--- src/rtl/tx_queue_scheduler_pkg.sv ---
// Shared constants for the host queue datapath.
// Holds the packet metadata beat layout and the packet flag encodings used by
// both the RX flow director and the TX queue scheduler.
package tx_queue_scheduler_pkg;

   // Packet origin flags carried in metadata_t.pkt_flags
   localparam logic [7:0] PKT_ETH  = 8'h01;
   localparam logic [7:0] PKT_PCIE = 8'h02;

   // One metadata beat per packet
   typedef struct packed {
      logic [31:0] pkt_hash;
      logic [15:0] pkt_len;
      logic [15:0] pkt_queue_id;
      logic [7:0]  pkt_flags;
   } metadata_t;

endpackage

--- src/rtl/tx_queue_scheduler_rr_arbiter.sv ---
// Combinational round-robin arbiter.
// Picks the first asserted request strictly after last_grant_i, wrapping modulo N.
// Ports:
//   req_i         request vector, one bit per requester
//   last_grant_i  index of the previous winner
//   grant_o       index of the selected requester (0 when none)
//   grant_valid_o at least one request is asserted
module rr_arbiter #(
   parameter int unsigned N = 4,
   localparam int unsigned IDX_W = (N > 1) ? $clog2(N) : 1
) (
   input  logic [N-1:0]     req_i,
   input  logic [IDX_W-1:0] last_grant_i,
   output logic [IDX_W-1:0] grant_o,
   output logic             grant_valid_o
);

   int unsigned idx;

   always_comb begin
      grant_o       = '0;
      grant_valid_o = 1'b0;
      idx           = 0;
      // Offset 1..N from the last winner; offset N revisits last_grant_i itself
      for (int unsigned i = 1; i <= N; i++) begin
         idx = (32'(last_grant_i) + i) % N;
         if (!grant_valid_o && req_i[IDX_W'(idx)]) begin
            grant_o       = IDX_W'(idx);
            grant_valid_o = 1'b1;
         end
      end
   end

endmodule

--- src/rtl/tx_queue_scheduler.sv ---
// TX queue scheduler.
// Collects doorbells announcing pending packets per host TX queue, keeps a
// saturating pending count per queue and emits one metadata beat per packet,
// round-robin across enabled queues with pending work.
// Ports:
//   clk, rst_n                 clock, asynchronous active-low reset
//   in_req_*                   doorbell (queue id, packet count) valid/ready
//   out_meta_*                 metadata beat valid/ready toward TX fetch
//   nb_active_queues           number of enabled queues (clamped to NB_QUEUES)
//   bad_req_cnt                doorbells dropped for targeting a disabled queue
//   sat_cnt                    doorbells whose add saturated a pending counter
module tx_queue_scheduler
   import tx_queue_scheduler_pkg::*;
#(
   parameter int unsigned NB_QUEUES = 16,
   parameter int unsigned CNT_W     = 16,
   localparam int unsigned QID_W    = $clog2(NB_QUEUES)
) (
   input  logic             clk,
   input  logic             rst_n,
   input  logic [QID_W-1:0] in_req_queue_id,
   input  logic [CNT_W-1:0] in_req_nb_pkts,
   input  logic             in_req_valid,
   output logic             in_req_ready,
   output metadata_t        out_meta_data,
   output logic             out_meta_valid,
   input  logic             out_meta_ready,
   input  logic [31:0]      nb_active_queues,
   output logic [31:0]      bad_req_cnt,
   output logic [31:0]      sat_cnt
);

   logic                            ready_q;
   logic                            valid_q, valid_d;
   metadata_t                       data_q, data_d;
   logic [NB_QUEUES-1:0][CNT_W-1:0] pending_q, pending_d;
   logic [QID_W-1:0]                last_grant_q, last_grant_d;
   logic [31:0]                     bad_q, bad_d;
   logic [31:0]                     sat_q, sat_d;

   logic [31:0]          eff_nb;
   logic [NB_QUEUES-1:0] eligible;
   logic [QID_W-1:0]     grant;
   logic                 grant_valid;
   logic                 req_acc;
   logic                 req_in_range;
   logic                 advance;
   logic                 load;
   logic [CNT_W:0]       add_sum;

   assign eff_nb = (nb_active_queues > 32'(NB_QUEUES)) ? 32'(NB_QUEUES) : nb_active_queues;

   always_comb begin
      eligible = '0;
      for (int unsigned q = 0; q < NB_QUEUES; q++) begin
         eligible[q] = (pending_q[q] != '0) && (q < eff_nb);
      end
   end

   rr_arbiter #(
      .N (NB_QUEUES)
   ) u_rr_arbiter (
      .req_i         (eligible),
      .last_grant_i  (last_grant_q),
      .grant_o       (grant),
      .grant_valid_o (grant_valid)
   );

   assign req_acc      = in_req_valid && ready_q;
   assign req_in_range = 32'(in_req_queue_id) < eff_nb;
   // Output slot is free or being drained this cycle
   assign advance      = !valid_q || out_meta_ready;
   assign load         = advance && grant_valid;
   // One extra bit to detect counter overflow
   assign add_sum      = {1'b0, pending_q[in_req_queue_id]} + {1'b0, in_req_nb_pkts};

   always_comb begin
      pending_d    = pending_q;
      bad_d        = bad_q;
      sat_d        = sat_q;
      valid_d      = valid_q;
      data_d       = data_q;
      last_grant_d = last_grant_q;

      if (req_acc && !req_in_range) begin
         bad_d = bad_q + 32'd1;
      end

      if (req_acc && req_in_range) begin
         if (add_sum[CNT_W]) begin
            pending_d[in_req_queue_id] = '1;
            sat_d                      = sat_q + 32'd1;
         end else begin
            pending_d[in_req_queue_id] = add_sum[CNT_W-1:0];
         end
      end

      if (advance) begin
         valid_d = grant_valid;
      end

      // Decrement applies after the doorbell add so a same-cycle doorbell
      // to the granted queue yields sat(old + n) - 1
      if (load) begin
         data_d              = '0;
         data_d.pkt_queue_id = 16'(grant);
         data_d.pkt_flags    = PKT_ETH;
         last_grant_d        = grant;
         pending_d[grant]    = pending_d[grant] - CNT_W'(1);
      end
   end

   always_ff @(posedge clk or negedge rst_n) begin
      if (!rst_n) begin
         ready_q      <= 1'b0;
         valid_q      <= 1'b0;
         data_q       <= '0;
         pending_q    <= '0;
         last_grant_q <= QID_W'(NB_QUEUES - 1);
         bad_q        <= '0;
         sat_q        <= '0;
      end else begin
         ready_q      <= 1'b1;
         valid_q      <= valid_d;
         data_q       <= data_d;
         pending_q    <= pending_d;
         last_grant_q <= last_grant_d;
         bad_q        <= bad_d;
         sat_q        <= sat_d;
      end
   end

   assign in_req_ready   = ready_q;
   assign out_meta_valid = valid_q;
   assign out_meta_data  = data_q;
   assign bad_req_cnt    = bad_q;
   assign sat_cnt        = sat_q;

endmodule
--- config.mk ---
export PLATFORM = sky130hd
export DESIGN_NAME = tx_queue_scheduler
export DESIGN_NICKNAME = d
export VERILOG_FILES = /design/src/rtl/tx_queue_scheduler_pkg.sv /design/src/rtl/tx_queue_scheduler_rr_arbiter.sv /design/src/rtl/tx_queue_scheduler.sv
export SDC_FILE = /design/constraint.sdc
export NUM_CORES = 1
export LEC_CHECK = 0
export CAP_MARGIN = 5
export CORE_ASPECT_RATIO = 1.4
export CORE_MARGIN = 4
export CORE_UTILIZATION = 29
export DETAILED_ROUTE_END_ITERATION = 16
export SLEW_MARGIN = 5
export SYNTH_ARGS = -nofsm -noshare
export SYNTH_HDL_FRONTEND = slang
export SYNTH_SLANG_ARGS = --single-unit
--- constraint.sdc ---
create_clock -name clk -period 22.4 [get_ports clk]
set_input_delay 6.72 -clock clk [delete_from_list [all_inputs] [get_ports clk]]
set_output_delay 6.72 -clock clk [all_outputs]
set_load 0.02 [all_outputs]
==> results of run 1 <==
-- how the worst max path moves through the flow --
| stage | cells past startpoint | slack, ps | start | end |
|---|---|---|---|---|
| finish | 27 | 6380 | in_req_queue_id[1] | pending_q[26] |
| global route | 27 | 5900 | in_req_queue_id[1] | pending_q[10] |
| CTS | 27 | 6580 | in_req_queue_id[1] | pending_q[26] |
| detailed placement | 27 | 5970 | in_req_queue_id[1] | pending_q[26] |
| global placement | 27 | 6090 | in_req_queue_id[1] | pending_q[10] |
| floorplan | 32 | 7580 | in_req_queue_id[1] | pending_q[188] |
-- registers in the layout (all words and copies together) (netlist names) --
| name | flops |
|---|---|
| bad_req_cnt | 32 |
| pending_q | 256 |
| in_req_ready | 1 |
| out_meta_valid | 1 |
| out_meta_data | 5 |
| last_grant_q | 4 |
| sat_cnt | 32 |
-- layout make-up --
type	instances	share of cell area
multi-input combinational	2246	0.544
sequential	331	0.292
timing repair buffer	215	0.0678
tap	1088	0.0480
clock buffer	54	0.0396
clock inverter	13	0.00547
inverter	25	0.00331
antenna	2	0.000176
-- per-layer routing --
metal  vias up  share of wire  GRT usage
met1     11720           0.35      0.266
met3       543          0.086     0.0444
met4         0           0.11      0.207
met2      1666           0.46      0.381
li1      10414              -          -
met5         -              0          0
-- per-stage QoR --
step	util	std cells	hold WS (ps)	instance area, sq um	setup slack (ps)
final	0.336	3974	461	28400	6380
after global routing	0.336	3972	501	28400	5900
after floorplan	-	2861	573	25000	7580
after global placement	0.320	3905	455	27100	6090
after detailed placement	0.320	3905	457	27100	5970
after CTS	0.336	3972	468	28400	6580
-- synthesized netlist by cell type (16+ instances only) --
| library cell | count | area [sq um] |
|---|---|---|
| sky130_fd_sc_hd__nand2_1 | 365 | 1370 |
| sky130_fd_sc_hd__dfrtp_1 | 327 | 8180 |
| sky130_fd_sc_hd__nor2_1 | 317 | 1190 |
| sky130_fd_sc_hd__a21oi_1 | 179 | 896 |
| sky130_fd_sc_hd__o22ai_1 | 144 | 901 |
| sky130_fd_sc_hd__o21ai_0 | 142 | 711 |
| sky130_fd_sc_hd__clkbuf_1 | 120 | 450 |
| sky130_fd_sc_hd__mux2i_1 | 120 | 1200 |
| sky130_fd_sc_hd__mux4_2 | 94 | 2120 |
| sky130_fd_sc_hd__nor4_1 | 76 | 475 |
| sky130_fd_sc_hd__buf_4 | 75 | 563 |
| sky130_fd_sc_hd__xnor2_1 | 64 | 561 |
| sky130_fd_sc_hd__mux2_2 | 47 | 529 |
| sky130_fd_sc_hd__nand4_1 | 46 | 288 |
| sky130_fd_sc_hd__nand3_1 | 45 | 225 |
| sky130_fd_sc_hd__o211ai_1 | 45 | 338 |
| sky130_fd_sc_hd__o21ai_1 | 42 | 210 |
| sky130_fd_sc_hd__nor3_1 | 40 | 200 |
| sky130_fd_sc_hd__xor2_1 | 35 | 307 |
| sky130_fd_sc_hd__ha_1 | 29 | 363 |
| sky130_fd_sc_hd__buf_2 | 27 | 135 |
| sky130_fd_sc_hd__buf_1 | 26 | 97.6 |
| sky130_fd_sc_hd__inv_1 | 20 | 75.1 |
| sky130_fd_sc_hd__o22a_1 | 20 | 175 |
| sky130_fd_sc_hd__and3_1 | 19 | 119 |
| sky130_fd_sc_hd__o221ai_1 | 19 | 166 |
| sky130_fd_sc_hd__a22oi_1 | 18 | 135 |
| sky130_fd_sc_hd__nand2b_1 | 16 | 100 |
-- kinds of logic after synthesis --
group,count (synthesis),share of synthesized area
other,2,0.000304
muxes,270,0.164
buffers and inverters,284,0.0592
AOI/OAI and AO/OA,765,0.199
DFF,331,0.335
and+or+nand+nor,1010,0.189
xor gates and xnor gates,103,0.0377
adders and majority gates,30,0.0155
-- critical path, stage by stage --
cell and delay, ps:
sky130_fd_sc_hd__buf_4 480, sky130_fd_sc_hd__buf_4 810, sky130_fd_sc_hd__mux4_2 600, sky130_fd_sc_hd__mux4_2 490, sky130_fd_sc_hd__ha_1 220, sky130_fd_sc_hd__fa_1 410, sky130_fd_sc_hd__a21o_1 180, sky130_fd_sc_hd__a21o_1 190
sky130_fd_sc_hd__a21oi_1 180, sky130_fd_sc_hd__o21ai_0 230, sky130_fd_sc_hd__a41o_1 340, sky130_fd_sc_hd__o221a_2 270, sky130_fd_sc_hd__o31a_1 440, sky130_fd_sc_hd__nand2b_1 410, sky130_fd_sc_hd__nor2_1 880, sky130_fd_sc_hd__a21oi_1 220
sky130_fd_sc_hd__mux4_2 540, sky130_fd_sc_hd__a22oi_1 180, sky130_fd_sc_hd__o211ai_1 150, sky130_fd_sc_hd__inv_1 110, sky130_fd_sc_hd__ha_1 220, sky130_fd_sc_hd__nand4_1 90, sky130_fd_sc_hd__or4_4 460, sky130_fd_sc_hd__or3_4 440
sky130_fd_sc_hd__nor3_2 260, sky130_fd_sc_hd__xor2_2 620, sky130_fd_sc_hd__o21ai_0 230
-- placed cells by master (no fill, tap or decap), types with 19 or more instances in the layout --
master                            synthesis  routed
sky130_fd_sc_hd__a21oi_1                179     179
sky130_fd_sc_hd__and3_1                  19      19
sky130_fd_sc_hd__buf_4                   75      91
sky130_fd_sc_hd__clkbuf_16                0      41
sky130_fd_sc_hd__clkdlybuf4s50_1          0     122
sky130_fd_sc_hd__conb_1                   2      68
sky130_fd_sc_hd__dfrtp_1                327     327
sky130_fd_sc_hd__ha_1                    29      29
sky130_fd_sc_hd__inv_1                   20      20
sky130_fd_sc_hd__mux2_2                  47      47
sky130_fd_sc_hd__mux2i_1                120     120
sky130_fd_sc_hd__mux4_2                  94      94
sky130_fd_sc_hd__nand2_1                365     365
sky130_fd_sc_hd__nand3_1                 45      45
sky130_fd_sc_hd__nand4_1                 46      46
sky130_fd_sc_hd__nor2_1                 317     312
sky130_fd_sc_hd__nor3_1                  40      30
sky130_fd_sc_hd__nor4_1                  76      74
sky130_fd_sc_hd__o211ai_1                45      45
sky130_fd_sc_hd__o21ai_0                142     142
sky130_fd_sc_hd__o21ai_1                 42      41
sky130_fd_sc_hd__o221ai_1                19      19
sky130_fd_sc_hd__o22a_1                  20      19
sky130_fd_sc_hd__o22ai_1                144     143
sky130_fd_sc_hd__xnor2_1                 64      60
sky130_fd_sc_hd__xor2_1                  35      34
==> results.txt, run 1 <==
- Reg-to-reg setup timing slack: roughly 13,000 ps
* Worst flop-to-flop path startpoint: pending_q[203]
- The H-tree was split into 2 levels.
* Total length of routed wires: 111,000 um
- After synthesis the cells add up to around 25,000 sq um.
* Number of design rule violations left after detail routing: 0
- GR Overflow Total: 0
- Routed wirelength normalized by instance count: roughly 28 um
- Number of core rows: around 130
- The number of max-slew violations in the final report was 2.
* Period Utilization, post-route: 0.715
- Post-Synthesis Cells: between 2,000 and 3,000
* Height of the die: 354 um
- The critical path in this run is classified as in2reg.
- The worst hold path terminates at sat_cnt[31].
- Fraction of registers with async set or reset after synthesis: 1.00
- Period minus WS final: between 15,000 and 20,000 ps
- Warning count from the yosys run: 0
- The die is roughly 250 um wide.
- The number of failing hold endpoints at the final stage came to 0.
- Number of enable-type register cells in the synthesized netlist: 0
* Accumulated negative setup slack: 0 ps
- Count of TritonRoute iterations in the first routing pass: 8
* Failing checks: capacitance limit, slew limit
- Ratio of cells with drive above 1 in the final layout: 0.135
- Counting flops and latches in the post-synthesis netlist gives roughly 330.
* Post-detailed-route count of antenna-violating nets: 0
- Via count: about 24,000
- Max-cap violations in this run came to 1.
- Data on the critical path is required at its endpoint by 22,830 ps.
- At the pin with the least slew margin, the transition time is ~1500 ps.
- Area of the die: between 90,000 and 100,000 sq um
- Measured in cells, the most critical reg-to-reg path has a length of 21.
- Pin count of the biggest net entering global routing: 111
- Outcome: finished with violations
- After clock tree synthesis, the clock-pin slew on the worst setup and hold paths is roughly 60 ps.
- Overall global routing resource usage: 0.237
* Post-DP HPWL: between 80,000 and 90,000 um
- The initial utilization of the core area, before any placement, comes to 0.293.
- For the worst setup path, the data arrival time is about 16,000 ps.
* Number of vias per cell after detailed routing: about 6.1
- Worst-path maximum fanout: between 40 and 50
* Fillcell total: 8,803
- After floorplanning, the core was sized to cover roughly 85,000 sq um.
* Number of buffers inserted to repair setup after CTS: 0
- The via count of the first global-routing pass was roughly 24,000.
- Between clock sinks in the finished design, the worst skew comes to 33.3 ps.
- The most used flip-flop cell after synthesis is sky130_fd_sc_hd__dfrtp_1.
* Slew margin rel.: -0.0107
- Wire length of the first global-routing pass: roughly 160,000 um
* Synthesis-to-layout area growth: 14.7%
* Highest attainable clock frequency: 62.4 MHz
- TritonCTS buffer count: 40
- Clock Tree Buf Depth: 3
- After clock tree synthesis, the flow added hold-fix buffers numbering 0.
- During placement, the flow inserted port buffers numbering approximately 130.
- STA classifies the critical path startpoint as a primary input.
* TritonCTS clock tree: built
- Distinct cell type count after synthesis: about 110
- Summing all multi-input logic gate instances after layout gives 15,400 sq um.
- The startpoint identified for the worst hold timing path is sat_cnt[31].
* Clk_lat worst skew: 590 ps
- Syn Area/Cell: around 8.9 sq um
- Clock tree synthesis found a total of approximately 330 sinks.
* Initial antenna violation count: 2
- Hold WC Path Type: reg2reg
- Counting instances, the worst hold path has a depth of 1.
* Final setup violation count: 0
* Terminus of the critical flop-to-flop path: pending_q[26]
* Register Area: 8290 sq um
- Setup repair after global routing left no endpoint under its margin.
* Quantity of gates resized following cts: 0
- At the end of the flow, the number of nets in the layout was 2,945.
- The root buffer cell chosen for the clock tree is sky130_fd_sc_hd__clkbuf_16.
- slightly below 200 I/O pins were placed.
* CP endpoint kind: flip-flop
- At the end of routability-driven placement, the weighted congestion stood at between 1 and 1.5.
- Detailed router's first-iteration violation count: 2,706
- For this run, the register share of the synthesized area comes to 0.335.
Power of run 1 is left out: the tool's default activity adds up to more than one toggle a clock period on the data nets, which glitch-free logic cannot reach.
==> run 2, diff against run 1 <==
==> constraint.sdc (replaced) <==
create_clock -name clk -period 16.75 [get_ports clk]
set_input_delay 5.025 -clock clk [delete_from_list [all_inputs] [get_ports clk]]
set_output_delay 5.025 -clock clk [all_outputs]
set_load 0.02 [all_outputs]
==> run 2 against run 1 <==
Against the previous run: critical path type unchanged; routed wire length is 0.89% higher; sequential share of layout area is 0.086 points lower; non-clock buffer count decreased by 1; design area rose by 0.30%; clock-buffer cell count is 4 higher; worst hold slack better by 5.5 ps; setup slack got worse by 3600 ps; highest routed layer is now met5; register-to-register slack worse by 5700 ps; global-route usage is 0.21 points higher; the run now ends clean; flip-flop and latch count did not move.
==> results.txt, run 2 (same netlist as run 1, synthesis figures left out) <==
- Launching element type of the critical path: primary input
- In the final routing, the length of wire on met1 measures 37,500 um.
* Post-DP HPWL: just over 80,000 um
- For this run, the detailed router's first-pass iteration total came to 6.
* Synthesis-to-layout area growth: 15.0%
* Pin count of the biggest net entering global routing: around 100
- Worst setup timing slack at the placement stage: 2380 ps
- Number of nets in the finished design: 2,944
- Reg with most FFs: pending_q
- The run finished with clean final reports.
* Clk_lat worst skew: slightly above 600 ps
- Number of buffers inserted by hold repair at cts: 0
* Final-report hold violation count: 0
- Total length of routed wires: around 110,000 um
* Top sig layer: met5
- Final GP Congestion: between 1 and 1.5
- CTS H-tree depth: 2
* RSZ-0062 raised after global routing: false
- Via count of the first global-routing pass: between 20,000 and 25,000
* Hold WC Path Type: reg2reg
- Buffers placed on the I/O ports in this run total between 100 and 150.
* Max stage delay cell, worst path: sky130_fd_sc_hd__nor2_1
* Final slew viol count: 0
- The first global-routing pass estimated ~160,000 um of wire.
- At the worst endpoint, the required time is 17,180 ps.
* Quantity of gates resized following cts: 0
- Initial antenna violation count: 1
* Post-Route Utilization: 0.337
* Number of vias per cell after detailed routing: between 6 and 7
- Clock-pin slew was measured on the worst setup and hold paths at about 70 ps.
- The number of antenna diodes in the final layout is 0.
* Final setup violation count: 0
- Broken down by cell family, the worst path's largest delay share belongs to compound AO/OA/AOI/OAI gates.
- Horiz. Die Dim: 255 um
* Number of buffers inserted to repair setup after CTS: 0
* Commonest non-fill, non-tap cell in the layout: sky130_fd_sc_hd__nand2_1
* Worst path arrival time: around 14,000 ps
- Accumulated negative setup slack: 0 ps
- Area of the die: 90,100 sq um
- Overall global routing resource usage: 0.239
- Setup skew after layout: roughly 38 ps
* Via count: around 25,000
* Slew margin rel.: 0.161
- In the finished design, the share of the clock period the worst path needs comes to 0.832.
* Crit path top cell by count: sky130_fd_sc_hd__mux4_2
- Derived from the worst setup path, the maximum achievable clock frequency is ~70 MHz.
- The first routing iteration left 2,899 violations.
* Clock sink count: 331
- Initial standard-cell utilization of the core: 0.293
* Maximum single-stage delay on the critical path: between 700 and 800 ps
- Leaving out fill and tap cells, the most frequent cells in the layout are sky130_fd_sc_hd__nand2_1 (365), sky130_fd_sc_hd__dfrtp_1 (327), sky130_fd_sc_hd__nor2_1 (312).
- Clock tree synthesis inserted a total of 40 buffers.
- GR Overflow Total: 0
- Height of the die: between 300 and 400 um
- Max FFs per register: 256
* Count of max-cap constraint violations: 0
* Clock Tree Buf Depth: 3
- The region available for standard cell placement spans between 80,000 and 90,000 sq um.
- Worst path buffer plus inverter count: 3
- Root buffer selected by CTS: sky130_fd_sc_hd__clkbuf_16
* Number of core rows: roughly 130
- Number of design rule violations left after detail routing: 0
- The worst setup path is captured at a flip-flop.
* Met3 Wirelength: just under 10,000 um
* Ratio of cells with drive above 1 in the final layout: 0.138
- The worst path meets setup with ~2800 ps of slack.
* Period minus WS final: between 10,000 and 15,000 ps
- CP Class: in2reg
- In this run the count of I/O pins placed on the die edge is 194.
* Routed wirelength normalized by instance count: approximately 28 um
- Length of routed met2 wiring: ~52,000 um
- Worst Tran Pin Value: between 1000 and 1500 ps
- The count of nets left with antenna violations once routing finished came out at 0.
* TritonCTS clock tree: built
* Worst-path maximum fanout: 27
run 2: cell types whose count changed in the layout (fill, tap and decap cells not counted), moves of 2 or more:
cell,before,now
sky130_fd_sc_hd__clkinvlp_4,2,4
sky130_fd_sc_hd__buf_4,91,87
sky130_fd_sc_hd__clkbuf_8,5,11
sky130_fd_sc_hd__clkbuf_1,8,5
sky130_fd_sc_hd__nor4_2,7,10
sky130_fd_sc_hd__nor4_1,74,72
sky130_fd_sc_hd__diode_2,2,0
run 2: worst paths after layout:
kind | startpoint | end | slack, ps | cells after the start
worst max-delay path | in_req_queue_id[1] | pending_q[42] | 2820 | 27
worst min-delay path | out_meta_data[0] | out_meta_data[0] | 470 | 1
worst max register to register | last_grant_q[1] | pending_q[42] | 7020 | 25
worst min register to register | out_meta_data[0] | out_meta_data[0] | 470 | 1
max in group asynchronous | rst_n | pending_q[145] | 10160 | 3
min in group asynchronous | rst_n | bad_req_cnt[5] | 4410 | 1
run 2: area by class of cell:
class	instances	area (sq um)
Timing Repair Buffer	214	1930
Clock inverter	14	149
Clock buffer	58	1220
Fill cell	8700	56000
Multi-Input combinational cell	2246	15400
Inverter	25	93.8
Tap cell	1088	1360
Sequential cell	331	8290
run 2: metrics by stage:
step                std cells  area, sq um  hold slack [ps]
detailed placement       3902        27100              455
CTS                      3974        28400              472
global route             3976        28500              486
global placement         3902        27100              449
finish                   3976        28500              467
floorplan                2861        25000              573
run 2: worst register-to-register path: stages, from the launching register on:
cell	delay, ps
sky130_fd_sc_hd__dfstp_2	850
sky130_fd_sc_hd__clkinv_1	800
sky130_fd_sc_hd__ha_1	590
sky130_fd_sc_hd__buf_4	280
sky130_fd_sc_hd__clkinv_1	560
sky130_fd_sc_hd__nand3_1	290
sky130_fd_sc_hd__a21oi_1	70
sky130_fd_sc_hd__nor4_2	310
sky130_fd_sc_hd__nand3_2	300
sky130_fd_sc_hd__nor3_4	290
sky130_fd_sc_hd__nand3_4	180
sky130_fd_sc_hd__nor2_1	330
sky130_fd_sc_hd__o31ai_1	190
sky130_fd_sc_hd__a21boi_4	740
sky130_fd_sc_hd__buf_4	470
sky130_fd_sc_hd__mux4_2	410
sky130_fd_sc_hd__a22oi_1	170
sky130_fd_sc_hd__o211ai_1	180
sky130_fd_sc_hd__inv_1	130
sky130_fd_sc_hd__ha_1	220
sky130_fd_sc_hd__nand4_1	100
sky130_fd_sc_hd__or4_4	460
sky130_fd_sc_hd__or3_4	440
sky130_fd_sc_hd__nor3_2	260
sky130_fd_sc_hd__xor2_2	690
sky130_fd_sc_hd__o21ai_0	240
run 2: per-layer routing:
metal / vias up / global-route usage
met1: 11747 / 0.265
met3: 554 / 0.0443
met2: 1825 / 0.389
met5: - / 0
met4: 2 / 0.207
li1: 10430 / -
Power of run 2 is left out for the same reason.
